`src/rtl/mfp_eic_pkg.sv`:
```
// Shared constants and FSM encoding for the MIPSfpga+ EIC request sequencer.
package mfp_eic_pkg;

    localparam int unsigned MFP_EIC_MAX_CHANNELS = 63;
    localparam int unsigned VW                   = 6;

    typedef enum logic [1:0] {
        ST_IDLE  = 2'd0,
        ST_REQ   = 2'd1,
        ST_SERVE = 2'd2
    } eic_state_t;

endpackage

```
`src/rtl/mfp_eic_select.sv`:
```
// Masked priority encoder: highest-index pending and enabled channel wins; idx is 0 when nothing is found.
module mfp_eic_select
    import mfp_eic_pkg::*;
#(
    parameter int unsigned CHANNELS = 32
) (
    input  logic [CHANNELS-1:0] pending,
    input  logic [CHANNELS-1:0] mask,
    output logic                found_c,
    output logic [VW-1:0]       idx_c
);

    logic [CHANNELS-1:0] req;

    assign req = pending & mask;

    // Ascending scan so the last (highest) hit overrides earlier ones.
    always_comb begin
        found_c = 1'b0;
        idx_c   = '0;
        for (int i = 0; i < int'(CHANNELS); i++) begin
            if (req[i]) begin
                found_c = 1'b1;
                idx_c   = VW'(i);
            end
        end
    end

endmodule

```
`src/rtl/mfp_eic_sequencer.sv`:
```
// EIC interrupt latch and request/acknowledge sequencer towards the core.
// Define MFP_EIC_SYNC_EN to add a 2-flop synchronizer on the irq inputs.
module mfp_eic_sequencer
    import mfp_eic_pkg::*;
#(
    parameter int unsigned CHANNELS = 32
) (
    input  logic                SI_ClkIn,
    input  logic                SI_Reset,
    input  logic [CHANNELS-1:0] irq,
    input  logic [CHANNELS-1:0] irq_mask,
    input  logic [CHANNELS-1:0] irq_sense,
    output logic [CHANNELS-1:0] irq_pending,
    output logic [VW-1:0]       EIC_RIPL,
    output logic [VW-1:0]       EIC_Vector,
    input  logic                EIC_IAck,
    output logic                eic_busy
);

    if (CHANNELS < 1 || CHANNELS > MFP_EIC_MAX_CHANNELS) begin : g_bad_channels
        $error("mfp_eic_sequencer: CHANNELS out of range");
    end

    logic [CHANNELS-1:0] irq_s;
    logic [CHANNELS-1:0] irq_prev;
    logic [CHANNELS-1:0] edge_lat;
    logic [CHANNELS-1:0] edge_set;
    logic [CHANNELS-1:0] edge_clr;

    eic_state_t          state;
    eic_state_t          state_d;
    logic [VW-1:0]       served;
    logic [VW-1:0]       served_d;
    logic [VW-1:0]       ripl_d;
    logic [VW-1:0]       vector_d;
    logic                found;
    logic [VW-1:0]       idx;

`ifdef MFP_EIC_SYNC_EN
    logic [CHANNELS-1:0] sync_q1;
    logic [CHANNELS-1:0] sync_q2;

    always_ff @(posedge SI_ClkIn) begin
        if (SI_Reset) begin
            sync_q1 <= '0;
            sync_q2 <= '0;
        end else begin
            sync_q1 <= irq;
            sync_q2 <= sync_q1;
        end
    end

    assign irq_s = sync_q2;
`else
    assign irq_s = irq;
`endif

    assign edge_set    = irq_s & ~irq_prev & irq_sense;
    // Only an edge-sensed served channel loses its latch; level lines are owned by the source.
    assign edge_clr    = (state == ST_SERVE) ? ((CHANNELS'(1) << served) & irq_sense) : '0;
    assign irq_pending = (edge_lat & irq_sense) | (irq_s & ~irq_sense);

    // Set wins over a same-cycle clear so a fresh edge during SERVE is not lost.
    always_ff @(posedge SI_ClkIn) begin
        if (SI_Reset) begin
            irq_prev <= irq_s;
            edge_lat <= '0;
        end else begin
            irq_prev <= irq_s;
            edge_lat <= (edge_lat & ~edge_clr) | edge_set;
        end
    end

    mfp_eic_select #(
        .CHANNELS (CHANNELS)
    ) u_select (
        .pending (irq_pending),
        .mask    (irq_mask),
        .found_c (found),
        .idx_c   (idx)
    );

    always_ff @(posedge SI_ClkIn) begin
        if (SI_Reset) begin
            state      <= ST_IDLE;
            served     <= '0;
            EIC_RIPL   <= '0;
            EIC_Vector <= '0;
            eic_busy   <= 1'b0;
        end else begin
            state      <= state_d;
            served     <= served_d;
            EIC_RIPL   <= ripl_d;
            EIC_Vector <= vector_d;
            eic_busy   <= (state_d != ST_IDLE);
        end
    end

    always_comb begin
        state_d  = state;
        served_d = served;
        ripl_d   = EIC_RIPL;
        vector_d = EIC_Vector;
        unique case (state)
            ST_IDLE: begin
                if (found) begin
                    vector_d = idx;
                    ripl_d   = idx + VW'(1);
                    state_d  = ST_REQ;
                end else begin
                    vector_d = '0;
                    ripl_d   = '0;
                end
            end
            ST_REQ: begin
                // The ack refers to what the core saw this cycle, not to a new preemptor.
                if (EIC_IAck) begin
                    served_d = EIC_Vector;
                    ripl_d   = '0;
                    state_d  = ST_SERVE;
                end else if (found) begin
                    vector_d = idx;
                    ripl_d   = idx + VW'(1);
                end else begin
                    vector_d = '0;
                    ripl_d   = '0;
                    state_d  = ST_IDLE;
                end
            end
            ST_SERVE: begin
                state_d = ST_IDLE;
            end
            default: begin
                state_d  = ST_IDLE;
                vector_d = '0;
                ripl_d   = '0;
            end
        endcase
    end

endmodule

```
`config.mk`:
```
export PLATFORM = sky130hd
export DESIGN_NAME = mfp_eic_sequencer
export DESIGN_NICKNAME = d
export VERILOG_FILES = /design/src/rtl/mfp_eic_pkg.sv /design/src/rtl/mfp_eic_select.sv /design/src/rtl/mfp_eic_sequencer.sv
export SDC_FILE = /design/constraint.sdc
export NUM_CORES = 1
export LEC_CHECK = 0
export BUFFER_PORTS_ARGS = -buffer_cell sky130_fd_sc_hd__buf_2
export CORE_ASPECT_RATIO = 1.25
export CORE_MARGIN = 2
export CORE_UTILIZATION = 44
export CTS_CLUSTER_SIZE = 30
export DETAILED_ROUTE_END_ITERATION = 16
export GPL_ROUTABILITY_DRIVEN = 1
export PLACE_DENSITY = 0.76
export SLEW_MARGIN = 5
export SYNTH_ARGS = -nofsm -noshare
export SYNTH_HDL_FRONTEND = slang
export SYNTH_SLANG_ARGS = --single-unit
```
`constraint.sdc`:
```
create_clock -name SI_ClkIn -period 2.5 [get_ports SI_ClkIn]
set_clock_uncertainty 0.1 [all_clocks]
set_input_delay 0.5 -clock SI_ClkIn [delete_from_list [all_inputs] [get_ports SI_ClkIn]]
set_output_delay 0.5 -clock SI_ClkIn [all_outputs]
set_load 0.1 [all_outputs]
```
# --- Word-level counts from Yosys, hierarchy flattened ---
# Cells that the tools add are included.
totals:
  input_bits: 99
  out_inout_bits: 45
  register_bits: 85
classes:
  n_reduce_logical: 4
  bitwise: 13
  add_sub_neg: 1
  n_mux: 74
  n_shift: 1
  eq_ne: 3
ops:
  columns: ["op", "n"]
  rows:
  - ["$and 32x32->32", 7]
  - ["$not 32->32", 3]
  - ["$mux 5", 16]
  - ["$or 32x32->32", 2]
  - ["$pmux 6 s3", 2]
  - ["$mux 1", 33]
  - ["$mux 32", 1]
  - ["$mux 4", 8]
  - ["$shl 1x6->32 const A", 1]
  - ["$mux 6", 4]
  - ["$mux 3", 4]
  - ["$mux 2", 5]
  - ["$add 6x1->6 const B", 1]
  - ["$pmux 2 s2", 1]
  - ["$reduce_and 2->1", 2]
  - ["$eq 2x1->1 const B", 1]
  - ["$eq 2x2->1 const B", 1]
  - ["$logic_not 2->1", 1]
  - ["$ne 2x2->1 const B", 1]
  - ["$reduce_bool 2->1", 1]
  - ["$not 1->1", 1]

# --- Longest topological paths before layout ---
depth:
  depth_word: 40
  depth_mapped: 11

# --- Hierarchy ---
# A second synthesis with hierarchy kept.
unflattened:
  hier_cells: 396
  area_unflattened_um2: 3888.7
by_module_without_submodules:
  columns: ["mod", "instances", "cells_per_inst", "seq_area_each_um2", "area_per_inst_um2"]
  rows:
  - ["mfp_eic_sequencer", 1, 314, 1701.6, 3360.7]
  - ["mfp_eic_select", 1, 82, 0.0, 528.0]

# --- Worst setup path before layout ---
# OpenSTA, ideal clock, no wires.
synth_path:
  kind: "input to register"
  start: "in irq_sense[19]"
  end: "reg EIC_RIPL[1]"
  path_buffers: 0
  arrival_time_ns: 2.772
  path_stages: 8
  path_slack_ns: -0.490
  path_cell_list: "mux2_2 nand2_1 a32o_1 a221oi_1 nor2_1 a211oi_1 ha_1 a22o_1"
synth_between:
  elab_chain_cells: 21
synth_rtl:
  columns: ["element", "line", "source"]
  rows:
  - ["from (decl)", "mfp_eic_sequencer.sv:12", "input logic [CHANNELS-1:0] irq_sense,"]
  - ["$not 32->32", "mfp_eic_sequencer.sv:61", "assign irq_pending = (edge_lat & irq_sense) | (irq_s & ~irq_sense);"]
  - ["$and 32x32->32", "mfp_eic_sequencer.sv:61", null]
  - ["$or 32x32->32 (*)", "mfp_eic_sequencer.sv:61", null]
  - ["$and 32x32->32 (*)", "mfp_eic_select.sv:15", "assign req = pending & mask;"]
  - ["$mux 5 (13 in series)", "mfp_eic_select.sv:22", "if (req[i]) begin"]
  - ["$add 6x1->6", "mfp_eic_sequencer.sv:108, mfp_eic_sequencer.sv:123", null]
  - ["$mux 6 (*)", "mfp_eic_sequencer.sv:106, mfp_eic_sequencer.sv:121", null]
  - ["$mux 6", "mfp_eic_sequencer.sv:117", "if (EIC_IAck) begin"]
  - ["$pmux 6 s3 (*)", "mfp_eic_sequencer.sv:104", "unique case (state)"]
  - ["to (signal assigned)", "mfp_eic_sequencer.sv:93", "EIC_RIPL <= ripl_d;"]
  - ["to (decl)", "mfp_eic_sequencer.sv:14", "output logic [VW-1:0] EIC_RIPL,"]
# Mark *: on every way between the ends. The rest lies on a longest branch, timed or not.
# A chain may end at the register's enable or synchronous reset.

# --- Final worst setup path ---
layout_path:
  start: "in irq_sense[11]"
  end: "reg EIC_RIPL[3]"
layout_between:
  elab_chain_cells: 29
layout_rtl:
  columns: ["element", "line"]
  rows:
  - ["$not 32->32", "mfp_eic_sequencer.sv:61"]
  - ["$and 32x32->32", "mfp_eic_sequencer.sv:61"]
  - ["$or 32x32->32 (*)", "mfp_eic_sequencer.sv:61"]
  - ["$and 32x32->32 (*)", "mfp_eic_select.sv:15"]
  - ["$mux 4 (5 in series)", "mfp_eic_select.sv:22"]
  - ["$mux 5 (16 in series)", "mfp_eic_select.sv:22"]
  - ["$add 6x1->6", "mfp_eic_sequencer.sv:108, mfp_eic_sequencer.sv:123"]
  - ["$mux 6 (*)", "mfp_eic_sequencer.sv:106, mfp_eic_sequencer.sv:121"]
  - ["$mux 6", "mfp_eic_sequencer.sv:117"]
  - ["$pmux 6 s3 (*)", "mfp_eic_sequencer.sv:104"]
# Marked as above.

==> reports/summary.txt <==
Outcome - complete, no violations
Antenna Cells - 0
Area of the die - 9170 um2
Largest net degree at the start of global routing - 42
Share of cells above drive strength 1 - 45.0%
Post-Layout Inst Area - 5270 um2
Number of port buffers - 142
Worst min-delay path class - input port to flip-flop
Initial DRC count - 180
Commonest non-fill, non-tap cells in the layout - buf_2 (142), dfxtp_1 (83), buf_4 (66)
Chip width - 86.0 um
Vias - 3924
Synth warn - 0
H-tree level count - 3
Fin nets - 709
Fin crit period - 2380 ps
Die Y-Extent - 107 um
Post-synth EDFFs - 0
CTS sink count - 83
Power per Cell Area - 697 nW/um2
Relative slew margins - 63.6%
Final Hold Vio Count - 0
Synth Cell Area - 3700 um2
Final Wtd Congestion - 0.866
Top_reg_cell synth - dfxtp_1
Fin crit share - 95.1%
Dpl hpwl - 8950 um
Total core area - 8190 um2
Unrepaired setup endpoints after global routing - no
Max Fclk - 420 MHz
Worst Path Arrival - 2590 ps
Vias in the first global route - 3881
Synth async-reset ratio - 0%
Setup crit end kind - flip-flop
Avg WL per Cell - 15.9 um
WP data required - 2710 ps
Overall Power - 3.68 mW
Startpoint Class - input port
CTS max path bufs - 2
Initial antenna violation count - 0
VDD IR max - 0.420 mV
Max capacitance violation total - 0
Hold buffer count at cts - 0
Detailed Route WL - 11300 um
Max Slew Vio Count - 0
P_leak - 2.47 nW
Routed Antenna Nets - 0
Final setup viols - 0
First-pass iteration count of the detailed router - 4
Area of the multi-input gates - 2050 um2
Post-CTS setup buffers - 0
Post-CTS sizing - 0
Worst slew pin tran - 544 ps
Initial Utilization - 45.2%
Top-Level Pins - 144
CTS clock-pin slew for the worst setup and hold paths - 90 ps
Drt via density - 5.52
Seq/Total Area, Yosys - 44.9%
Num CTS Buffers - 9
First-pass GRT wire length - 18100 um
Clock Latency Late Sink - 360 ps
Slowest stage delay, CP - 380 ps
Global Route Usage Sum - 25.2%
Max FO, Critical Path - 5
Critical path's slowest cell - a311o_2
Post-Syn Instances - 400
Gr ovfl total - 0
CP Cell Sequence - buf_2 > mux2i_4 > clkinvlp_4 > a22o_1 > o2111ai_1 > a21oi_1 > a2111oi_2 > a211oi_2 > buf_4 > a311o_2 > nand3_1
Syn Nets - 500
Cell Rows - 37
Post-synthesis register bit count - 83
Syn_area_per_cell - 9.25 um2
CTS tree - yes
Leading cell type in the layout, fill and taps excluded - buf_2
DRC - 0
Unique masters post-synth - 49
Sequential cell area - 1660 um2
Critical path class - input port to flip-flop
FILL cells - 732
Root Driver - clkbuf_8
Area Overhead vs Synth - 42.5%
Post-Place Cell Area - 5070 um2
path summary, 6_finish.rpt:
check	from	endpoint	slack (ps)	cells after the start
setup / recovery	irq_sense[11]	EIC_RIPL[3]$_SDFFE_PP0N_	120	11
hold / removal	irq[1]	irq_prev[1]$_DFF_P_	160	1
setup reg to reg	edge_lat[11]$_SDFF_PP0_	EIC_RIPL[3]$_SDFFE_PP0N_	140	10
hold reg to reg	EIC_RIPL[5]$_SDFFE_PP0N_	EIC_RIPL[5]$_SDFFE_PP0N_	340	2
registers in the layout, summed over array words and instances (netlist names):
register    cells
state           2
edge_lat       32
irq_prev       32
served          5
EIC_RIPL        6
eic_busy        1
EIC_Vector      5
cells in the mapped netlist (5+ instances only):
library cell  instances  area share [%]
dfxtp_1              83              45
nand2_1              63             6.4
a21oi_1              37             5.0
o21ai_0              36             4.9
nand3b_1             32             6.5
mux2_2               27             8.2
nand3_1              18             2.4
nor2_1               15             1.5
a22oi_1               8             1.6
clkbuf_1              8            0.81
mux2i_1               7             1.9
a22o_1                5             1.2
inv_1                 5            0.51
nand4_1               5            0.85
nor2b_1               5            0.85
final cells by class:
type                       count  share of cell area (%)
inverter                       6                   0.569
timing repair buffer         208                    22.9
sequential                    83                    31.5
multi-input combinational    301                    38.9
clock inverter                 5                    1.14
clock buffer                  11                    2.68
tap                           97                    2.30
stage by stage:
stage / hold slack, ps / utilization [%] / setup TNS [ps] / setup WS, ps / instances
after floorplan: 346 / - / -1830 / -284 / 400
after global placement: 328 / 61.9 / -1470 / -218 / 695
after detailed placement: 335 / 61.9 / -1840 / -240 / 695
after CTS: 148 / 64.4 / 0 / 126 / 711
after global routing: 133 / 64.4 / 0 / 14.9 / 711
final: 159 / 64.4 / 0 / 122 / 711
cell families after synthesis:
family | synth area share (%)
DFF | 44.9
and+or+nand+nor | 21.1
AOI/OAI and AO/OA | 20.0
adders and majority gates | 0.338
buffers and inverters | 1.93
muxes | 11.3
xor gates and xnor gates | 0.237
other | 0.101
power by group:
| group | internal, mW | leakage [nW] | switching (mW) |
|---|---|---|---|
| combinational | 0.376 | 1.68 | 0.845 |
| clock | 0.493 | 0.0999 | 0.502 |
| sequential | 1.41 | 0.689 | 0.0494 |
| total | 2.28 | 2.47 | 1.40 |
critical path, delay by kind of cell:
kind | cells | cell delay, ps
compound gates | 6 | 1320
buf+inv | 3 | 440
mux | 1 | 270
simple gates | 1 | 60
per-layer routing:
layer,GRT usage [%],share of wire [%],wire length (um),up-vias
li1,-,-,-,1887
met1,28.5,40,4490,1858
met2,44.0,50,5710,149
met3,6.91,6.5,739,30
met4,10.3,3.2,367,0
met5,0,0,0,-
(Power assumes the default switching activity.)
